[config.mk]
export PLATFORM = sky130hd
export DESIGN_NAME = decoder3_5_arb
export DESIGN_NICKNAME = d
export VERILOG_FILES = /design/src/rtl/decoder3_5_pkg.sv /design/src/rtl/decoder3_5_arb_rr_pick5.sv /design/src/rtl/decoder3_5_arb.sv
export SDC_FILE = /design/constraint.sdc
export NUM_CORES = 1
export LEC_CHECK = 0
export ABC_CLOCK_PERIOD_IN_PS = 4550
export CORE_ASPECT_RATIO = 0.5
export CORE_UTILIZATION = 35
export DETAILED_ROUTE_END_ITERATION = 8
export MAX_ROUTING_LAYER = met4
export PLACE_DENSITY = 0.61
export SKIP_LAST_GASP = 1
export SYNTH_ARGS = -nofsm -noshare
export SYNTH_HDL_FRONTEND = slang
export SYNTH_SLANG_ARGS = --single-unit
export TNS_END_PERCENT = 30
[constraint.sdc]
create_clock -name clk -period 4.55 [get_ports clk]
set_input_delay 0.91 -clock clk [delete_from_list [all_inputs] [get_ports clk]]
set_output_delay 0.91 -clock clk [all_outputs]
set_load 0.03 [all_outputs]
[src/rtl/decoder3_5_pkg.sv]
// Shared types and channel code map for the five-way
// round-robin front end of the 3-to-5 decoder.
package decoder3_5_pkg;

  localparam int NUM_CH = 5;

  typedef enum logic [1:0] {
    IDLE  = 2'd0,
    GRANT = 2'd1,
    GAP   = 2'd2
  } state_t;

  localparam logic [2:0] CODE_CH0 = 3'o0;
  localparam logic [2:0] CODE_CH1 = 3'o2;
  localparam logic [2:0] CODE_CH2 = 3'o3;
  localparam logic [2:0] CODE_CH3 = 3'o6;
  localparam logic [2:0] CODE_CH4 = 3'o7;

  function automatic logic [2:0] ch_code(
    input logic [2:0] idx
  );
    logic [2:0] c;
    case (idx)
      3'd0:    c = CODE_CH0;
      3'd1:    c = CODE_CH1;
      3'd2:    c = CODE_CH2;
      3'd3:    c = CODE_CH3;
      3'd4:    c = CODE_CH4;
      default: c = 3'o0;
    endcase
    return c;
  endfunction

endpackage

[src/rtl/decoder3_5_arb_rr_pick5.sv]
// Combinational round-robin picker: first requester at or
// above ptr, wrapping 4->0, as one-hot and index.
module rr_pick5
  import decoder3_5_pkg::*;
(
  input  logic [4:0] req,
  input  logic [2:0] ptr,
  output logic [4:0] pick,
  output logic [2:0] index
);

  logic [3:0] s;
  logic       found;

  always_comb begin
    pick  = '0;
    index = '0;
    found = 1'b0;
    s     = '0;
    for (int i = 0; i < NUM_CH; i++) begin
      s = {1'b0, ptr} + 4'(i);
      if (s >= 4'd5) s = s - 4'd5;
      if (!found && s < 4'd5 && req[s[2:0]]) begin
        found          = 1'b1;
        pick[s[2:0]]   = 1'b1;
        index          = s[2:0];
      end
    end
  end

endmodule

[src/rtl/decoder3_5_arb.sv]
// Round-robin sequencer sharing one 3-to-5 active-low decoder
// among five requesters, with hold limit and idle gap.
module decoder3_5_arb
  import decoder3_5_pkg::*;
#(
  parameter int HOLD_MAX = 16,
  parameter int GAP_CYC  = 1
) (
  input  logic       clk,
  input  logic       rst,
  input  logic [4:0] req,
  output logic [4:0] grant,
  output logic       A,
  output logic       B,
  output logic       C,
  output logic [4:0] sel_n,
  output logic       grant_valid,
  output logic       timeout
);

  state_t     state_q, state_d;
  logic [4:0] grant_q, grant_d;
  logic [2:0] code_q, code_d;
  logic [4:0] seln_q, seln_d;
  logic       gv_q, gv_d;
  logic       tmo_q, tmo_d;
  logic [2:0] ptr_q, ptr_d;
  logic [2:0] gidx_q, gidx_d;
  logic [7:0] hold_q, hold_d;
  logic [3:0] gap_q, gap_d;

  logic [4:0] pick;
  logic [2:0] pidx;

  rr_pick5 u_pick (
    .req   (req),
    .ptr   (ptr_q),
    .pick  (pick),
    .index (pidx)
  );

  always_comb begin
    state_d = state_q;
    grant_d = grant_q;
    code_d  = code_q;
    seln_d  = seln_q;
    gv_d    = gv_q;
    tmo_d   = 1'b0;
    ptr_d   = ptr_q;
    gidx_d  = gidx_q;
    hold_d  = hold_q;
    gap_d   = gap_q;
    unique case (state_q)
      IDLE: begin
        if (|req) begin
          state_d = GRANT;
          grant_d = pick;
          code_d  = ch_code(pidx);
          seln_d  = ~pick;
          gv_d    = 1'b1;
          gidx_d  = pidx;
          hold_d  = 8'd1;
        end
      end
      GRANT: begin
        // a still-held request at the limit is a revoke
        if (!req[gidx_q] ||
            hold_q == 8'(HOLD_MAX)) begin
          state_d = GAP;
          tmo_d   = req[gidx_q];
          ptr_d   = (gidx_q == 3'd4) ? 3'd0
                                     : gidx_q + 3'd1;
          grant_d = '0;
          code_d  = 3'o0;
          seln_d  = '1;
          gv_d    = 1'b0;
          gap_d   = 4'd1;
        end else begin
          hold_d = hold_q + 8'd1;
        end
      end
      GAP: begin
        if (gap_q == 4'(GAP_CYC)) state_d = IDLE;
        else gap_d = gap_q + 4'd1;
      end
      default: state_d = IDLE;
    endcase
  end

  always_ff @(posedge clk or posedge rst) begin
    if (rst) begin
      state_q <= IDLE;
      grant_q <= '0;
      code_q  <= 3'o0;
      seln_q  <= '1;
      gv_q    <= 1'b0;
      tmo_q   <= 1'b0;
      ptr_q   <= '0;
      gidx_q  <= '0;
      hold_q  <= '0;
      gap_q   <= '0;
    end else begin
      state_q <= state_d;
      grant_q <= grant_d;
      code_q  <= code_d;
      seln_q  <= seln_d;
      gv_q    <= gv_d;
      tmo_q   <= tmo_d;
      ptr_q   <= ptr_d;
      gidx_q  <= gidx_d;
      hold_q  <= hold_d;
      gap_q   <= gap_d;
    end
  end

  assign grant       = grant_q;
  assign {A, B, C}   = code_q;
  assign sel_n       = seln_q;
  assign grant_valid = gv_q;
  assign timeout     = tmo_q;

endmodule

==> metrics.md, run 1 <==
| Metric | Value |
|---|---|
| Post-synthesis sequential area ratio | 29.2% |
| Setup CP Type | register to register |
| Ys flop type | dfrtp_1 |
| Tmin final | 3.73 ns |
| Post-Place Cells | 475 |
| Ys async rst share | 100% |
| Cell Rows | 23 |
| Initial antenna violation count | 0 |
| Max Used Layer | met4 |
| Die height | 67.7 um |
| Crit-path cells | inv_1 > ha_1 > and3b_1 > o21ai_0 > and3_4 > o311ai_4 > or4_1 > o221ai_1 > a221oi_2 > o22a_1 |
| Vias per cell | 5.59 |
| Routed WL per cell | 16.7 um |
| Gr usage total | 19.4% |
| # diodes | 0 |
| Post-synth EDFFs | 0 |
| Chip Width | 133 um |
| Vias in the first global route | 2640 |
| Hold Crit Class | register to register |
| Worst EP arrival | 3.94 ns |
| Post-synth top area cell | dfrtp_1 |
| Status | complete, no violations |
| Met2 WL | 3680 um |
| Congestion Overflow GR | 0 |
| Routed Antenna Nets | 0 |
| Crit Reg-Reg Endpoint | sel_n[3] |
| R2r worst-path depth | 10 |
| CP Launch Type | register |
| Nets | 396 |
| Flop2flop setup slack | 0.82 ns |
| Share of layout cells above drive strength 1 | 12.1% |
| Worst-margin pin slew | 1.03 ns |
| F_max | 268 MHz |
| Drt total wl | 8050 um |
| CTS buffer count | 5 |
| Number of remaining DRC errors | 0 |
| Detailed-route via count | 2701 |
| Synthesized area | 0.00302 mm^2 |
| # fillers | 811 |
| Area delta synth->final | 16.7% |
| Post-Syn Area per Cell | 8.72 um^2 |
| CTS Root Cell | clkbuf_16 |
| Synthesized Nets | 372 |
| Initial Utilization | 36.9% |
| Final Hold Viols | 0 |
| Mapped Cells | 346 |
| Met3 wire len | 467 um |
| GP Congestion | 0.957 |
| Slew HR | 31.5% |
| Metal-1 WL | 3790 um |
| Crit path largest cell delay | 0.64 ns |
| Min-delay src | grant[0] |
| Top area cells in the synthesized netlist | dfrtp_1 25%, ha_1 7.5%, dfstp_2 4.4% |
| Slew Viols, Final | 0 |
| DRT Pass-1 Iters | 4 |
| Die Area | 0.00902 mm^2 |
| Clock skew | 0.00533 ns |
| # hold bufs at CTS | 0 |
| Crit-path max FO | 11 |
| Clk_lat worst skew | 0.28 ns |
| H-tree Lvls | 2 |
| Clock transition at path regs | 0.06 ns |
| Fin crit share | 81.9% |
| Post-synth top area share | 24.9% |
| Seq cells post-synth | 35 |
| Max-cap violations | 0 |
| Maximum number of pins on one net before global-route repair | 30 |
| Worst Path Required | 4.76 ns |
| Critical-path top delay cell | or4_1 |
| Post-synthesis cell type count | 74 |
| Finished Layout Cells | 483 |
| Port buffer count | 21 |
| # IOs | 22 |
| Crit path capture type | register |
| Synthesis warning total | 0 |
| CTS tree | yes |
| Post_cts resized | 0 |
| RSZ-0062 raised after global routing | no |
| Detailed Route Iter0 Violations | 177 |
| CTS sink cnt | 35 |
| Sum Neg Setup Slack | 0 ns |
| RR Startpoint | ptr_q[1] |
| # Post-CTS Setup Buffers | 0 |
| Clk buf depth | 2 |
| Core area | 0.00817 mm^2 |
| DP Wirelength | 6160 um |
| WHS Path Cells | 2 |
| Final Setup Violations | 0 |
| Global-route wire length before repair | 13100 um |
| Hold worst-path end | grant[0] |
## logic make-up (layout without fill, tap and decap cells)
family	count (synthesis)	after routing	synth area share (%)
XOR/XNOR	15	15	4.60
AO/OA/AOI/OAI	99	99	25.9
AND/OR/NAND/NOR	127	127	21.1
buffers and inverters	35	60	4.73
flip-flops	35	35	29.2
multiplexers	16	16	6.34
adder cells (fa/ha/maj)	19	19	8.13
## placed cells by master (no fill, tap or decap), types with 4 or more instances in the layout
cell,instances
mux2i_1,9
o31ai_1,6
o211ai_1,5
xnor2_1,6
xor2_1,8
nand2b_1,11
nand2_1,33
and3_1,4
inv_1,20
nand3_1,6
buf_4,9
clkbuf_16,5
nor2b_1,6
o21ai_1,8
ha_1,18
nor3_1,13
o21ai_0,13
dfstp_2,5
clkdlybuf4s50_1,21
dfrtp_1,30
a21oi_1,16
nor2_1,31
o221ai_1,6
## flip-flops by register name (all words and copies together) (netlist names)
register     cells
code_q           3
gap_q            4
gidx_q           3
grant            5
grant_valid      1
hold_q           8
ptr_q            3
sel_n            5
state_q          2
timeout          1
## cells in the mapped netlist, types with 4 or more instances
cell type	instances
inv_1	20
xor2_1	8
o21ai_0	13
nor2b_1	6
o221ai_1	6
o31ai_1	6
buf_2	6
dfstp_2	5
nand2_1	33
o21ai_1	8
nor3_1	13
mux2i_1	9
nand2b_1	11
o211ai_1	5
ha_1	18
clkbuf_1	5
dfrtp_1	30
nor2_1	31
nand3_1	6
a21oi_1	16
xnor2_1	6
and3_1	4
## through the flow
| step | area, um^2 | setup WS, ns | utilization [%] | hold slack (ns) |
|---|---|---|---|---|
| after detailed placement | 3380 | 0.690 | 41.4 | 0.468 |
| after global routing | 3520 | 0.568 | 43.1 | 0.512 |
| after CTS | 3520 | 0.866 | 43.1 | 0.480 |
| final | 3520 | 0.821 | 43.1 | 0.477 |
| after global placement | 3380 | 0.758 | 41.4 | 0.458 |
| after floorplan | 3020 | 0.973 | - | 0.489 |
## layout make-up
| type | instances | area [um^2] | share of cell area [%] |
|---|---|---|---|
| multi-input combinational | 276 | 2000 | 56.8 |
| sequential | 35 | 882 | 25.1 |
| inverter | 22 | 82.6 | 2.35 |
| tap | 112 | 140 | 3.98 |
| clock inverter | 3 | 15.0 | 0.426 |
| clock buffer | 5 | 125 | 3.55 |
| timing repair buffer | 30 | 278 | 7.89 |
## critical path, delay by kind of cell (launching register included)
family,cells,cell delay [ns]
buf+inv,1,0.25
flops,1,0.58
fa+ha+maj,1,0.29
simple gates,3,1.19
compound gates,5,1.35
## worst max path at each step
stage                         from         to  slack, ns  depth (start not counted)
after CTS                 ptr_q[1]   sel_n[3]       0.87                         10
final                     ptr_q[1]   sel_n[3]       0.82                         10
after floorplan           ptr_q[0]  code_q[1]       0.97                         14
after global routing      ptr_q[1]  code_q[1]       0.57                         10
after detailed placement    req[0]   sel_n[3]       0.69                          9
after global placement      req[0]   sel_n[2]       0.76                          9
## per-layer routing
metal / global-route usage (%) / vias up
met3: 3.08 / 9
li1: - / 1313
met4: 7.53 / 0
met1: 24.1 / 1304
met5: - / -
met2: 32.2 / 75
Power of run 1 is left out: the tool's default activity adds up to more than one toggle a clock period on the data nets, which glitch-free logic cannot reach.
==> inputs of run 2 (changes only) <==
- ABC_CLOCK_PERIOD_IN_PS: 4550 -> 3760
- clock period: 4.55 -> 3.76 ns (I/O delays scaled with it)
==> metrics.md, run 2 (synthesis results as in run 1) <==
| Metric | Value |
|---|---|
| Die height | 67.7 um (unchanged) |
| Crit Reg-Reg Endpoint | sel_n[3] |
| Number of flip-flops in the largest register | 8 (unchanged) |
| Multi-input logic area | 0.00200 mm^2 (unchanged) |
| Crit-path cells | inv_1 > ha_1 > inv_1 > ha_1 > a21oi_1 > mux2_1 > a32o_1 > and2_1 > or4_1 > o221ai_1 > a221oi_2 > o22a_1 |
| WP buf/inv | 2 (+1) |
| Cell count along the critical path | 12 (+2) |
| # IOs | 22 (unchanged) |
| Worst EP arrival | 3.76 ns (-0.18 ns) |
| Worst-margin pin slew | 0.592 ns (-0.435 ns) |
| Chip Width | 133 um (unchanged) |
| CP Launch Type | register |
| Slew HR | 60.5% (+29 points) |
| # diodes | 0 (unchanged) |
| Crit path capture type | register |
| Clock transition at path regs | 0.06 ns (about the same) |
| Number of remaining DRC errors | 0 (unchanged) |
| Global-route wire length before repair | 13400 um (+2.5%) |
| CTS Root Cell | clkbuf_16 |
| CTS tree | yes |
| Critical path origin | ptr_q[1] |
| H-tree Lvls | 2 (unchanged) |
| Post-route cell area | 0.00363 mm^2 (+3.1%) |
| Clk buf depth | 2 (unchanged) |
| Detailed Route Iter0 Violations | 250 (+41%) |
| Slew Viols, Final | 0 (unchanged) |
| Final Setup Violations | 0 (unchanged) |
| GP Congestion | 0.941 (-1.6%) |
| Worst Setup EP | sel_n[3] |
| # Post-CTS Setup Buffers | 0 (unchanged) |
| Detailed-route via count | 2771 (+2.6%) |
| F_max | 281 MHz (+4.9%) |
| Dpl cell area | 0.00346 mm^2 (+2.2%) |
| Setup CP Type | register to register |
| Gr usage total | 19.6% (+0.17 points) |
| Most flops, register | hold_q |
| Core area | 0.00817 mm^2 (unchanged) |
| # hold bufs at CTS | 0 (unchanged) |
| Crit-path leading delay family | compound AO/OA/AOI/OAI gates |
| DRT Pass-1 Iters | 5 (+1) |
| Port buffer count | 21 (unchanged) |
| Most frequent cells in the layout | 33 x nand2_1, 31 x nor2_1, 30 x dfrtp_1, 21 x clkdlybuf4s50_1, 20 x inv_1 |
| # fillers | 816 (+0.62%) |
| Die Area | 0.00902 mm^2 (unchanged) |
| Routed Antenna Nets | 0 (unchanged) |
| Crit path largest cell delay | 0.53 ns (-0.11 ns) |
| Vias in the first global route | 2685 (+1.7%) |
| Clk_lat worst skew | 0.28 ns (about the same) |
| Final Hold Viols | 0 (unchanged) |
| Cell Rows | 23 (unchanged) |
| Maximum number of pins on one net before global-route repair | 36 (+20%) |
| Nets | 406 (+2.5%) |
| CTS buffer count | 5 (unchanged) |
| Clock skew | 0.00493 ns (-0.000396 ns) |
| RR Startpoint | ptr_q[1] |
| DP Wirelength | 6160 um (about the same) |
| Congestion Overflow GR | 0 (unchanged) |
| Vias per cell | 5.62 (+0.51%) |
| Routed WL per cell | 16.6 um (-0.64%) |
| Fin crit share | 94.5% (+13 points) |
| Worst Path Required | 3.97 ns (-0.79 ns) |
| Area delta synth->final | 20.3% |
| Sum Neg Setup Slack | 0 ns (unchanged) |
| Share of layout cells above drive strength 1 | 14.4% (+2.3 points) |
| Critical-path top delay cell | or4_1 |
| Tmin final | 3.55 ns (-0.174 ns) |
| Max-cap violations | 0 (unchanged) |
| Status | complete, no violations |
| Most common cell after layout, fill and taps aside | nand2_1 |
| R2r worst-path depth | 12 (+2) |
| Post_cts resized | 0 (unchanged) |
| Seq. cell area | 882 um^2 (unchanged) |
| Initial Utilization | 36.9% (unchanged) |
| Initial antenna violation count | 0 (unchanged) |
| Drt total wl | 8160 um (+1.4%) |
| CTS sink cnt | 35 (unchanged) |
| RSZ-0062 raised after global routing | no |
| Crit-path max FO | 8 (-3) |
| Flop2flop setup slack | 0.21 ns (-0.62 ns) |
| Hold Crit Class | register to register |
run 2: worst register-to-register path, cell delays in order (launching register included):
cell and delay, ns:
dfrtp_1 0.48, inv_1 0.15, ha_1 0.27, inv_1 0.08, ha_1 0.23, a21oi_1 0.30
mux2_1 0.37, a32o_1 0.28, and2_1 0.20, or4_1 0.53, o221ai_1 0.29, a221oi_2 0.11
o22a_1 0.21
run 2: area by class of cell:
| cell class | instances | share of cell area [%] |
|---|---|---|
| Multi-Input combinational cell | 276 | 55.1 |
| Sequential cell | 35 | 24.3 |
| Timing Repair Buffer | 40 | 9.72 |
| Tap cell | 112 | 3.86 |
| Clock buffer | 6 | 3.83 |
| Inverter | 22 | 2.28 |
| Clock inverter | 2 | 0.965 |
run 2: layer usage:
layer / GRT usage (%) / share of wire [%] / vias up / routed length [um]
met2: 32.0 / 46 / 69 / 3740
met1: 24.8 / 48 / 1358 / 3900
li1: - / - / 1331 / -
met3: 3.53 / 5.1 / 13 / 414
met5: - / 0 / - / 0
met4: 6.25 / 1.3 / 0 / 106
run 2: metrics by stage:
| stage | worst slack (ns) | std cells | util, % | hold WS, ns |
|---|---|---|---|---|
| after floorplan | 0.183 | 346 | - | 0.489 |
| after global placement | 0.304 | 485 | 42.3 | 0.466 |
| after detailed placement | 0.261 | 485 | 42.3 | 0.474 |
| after CTS | 0.262 | 493 | 44.4 | 0.488 |
| after global routing | 0.0379 | 493 | 44.4 | 0.512 |
| final | 0.205 | 493 | 44.4 | 0.480 |
run 2: how the worst min path moves through the flow:
| stage | slack, ns | cells past startpoint | start | endpoint |
|---|---|---|---|---|
| after floorplan | 0.49 | 2 | hold_q[1] | hold_q[1] |
| after global placement | 0.47 | 2 | grant[1] | grant[1] |
| after detailed placement | 0.47 | 2 | grant[1] | grant[1] |
| after CTS | 0.49 | 2 | grant[1] | grant[1] |
| after global routing | 0.51 | 2 | grant[2] | grant[2] |
| final | 0.48 | 2 | grant[1] | grant[1] |
Power of run 2 is left out for the same reason.
==> inputs of run 3 (changes only) <==
==> constraint.sdc (replaced) <==
create_clock -name clk -period 3.76 [get_ports clk]
set_input_delay 0.752 -clock clk [delete_from_list [all_inputs] [get_ports clk]]
set_output_delay 0.752 -clock clk [all_outputs]
set_load 0.05 [all_outputs]
==> results of run 3 <==
The final DEF is identical to that of run 2; final timing and power are the same.
Power of run 3 is left out for the same reason.
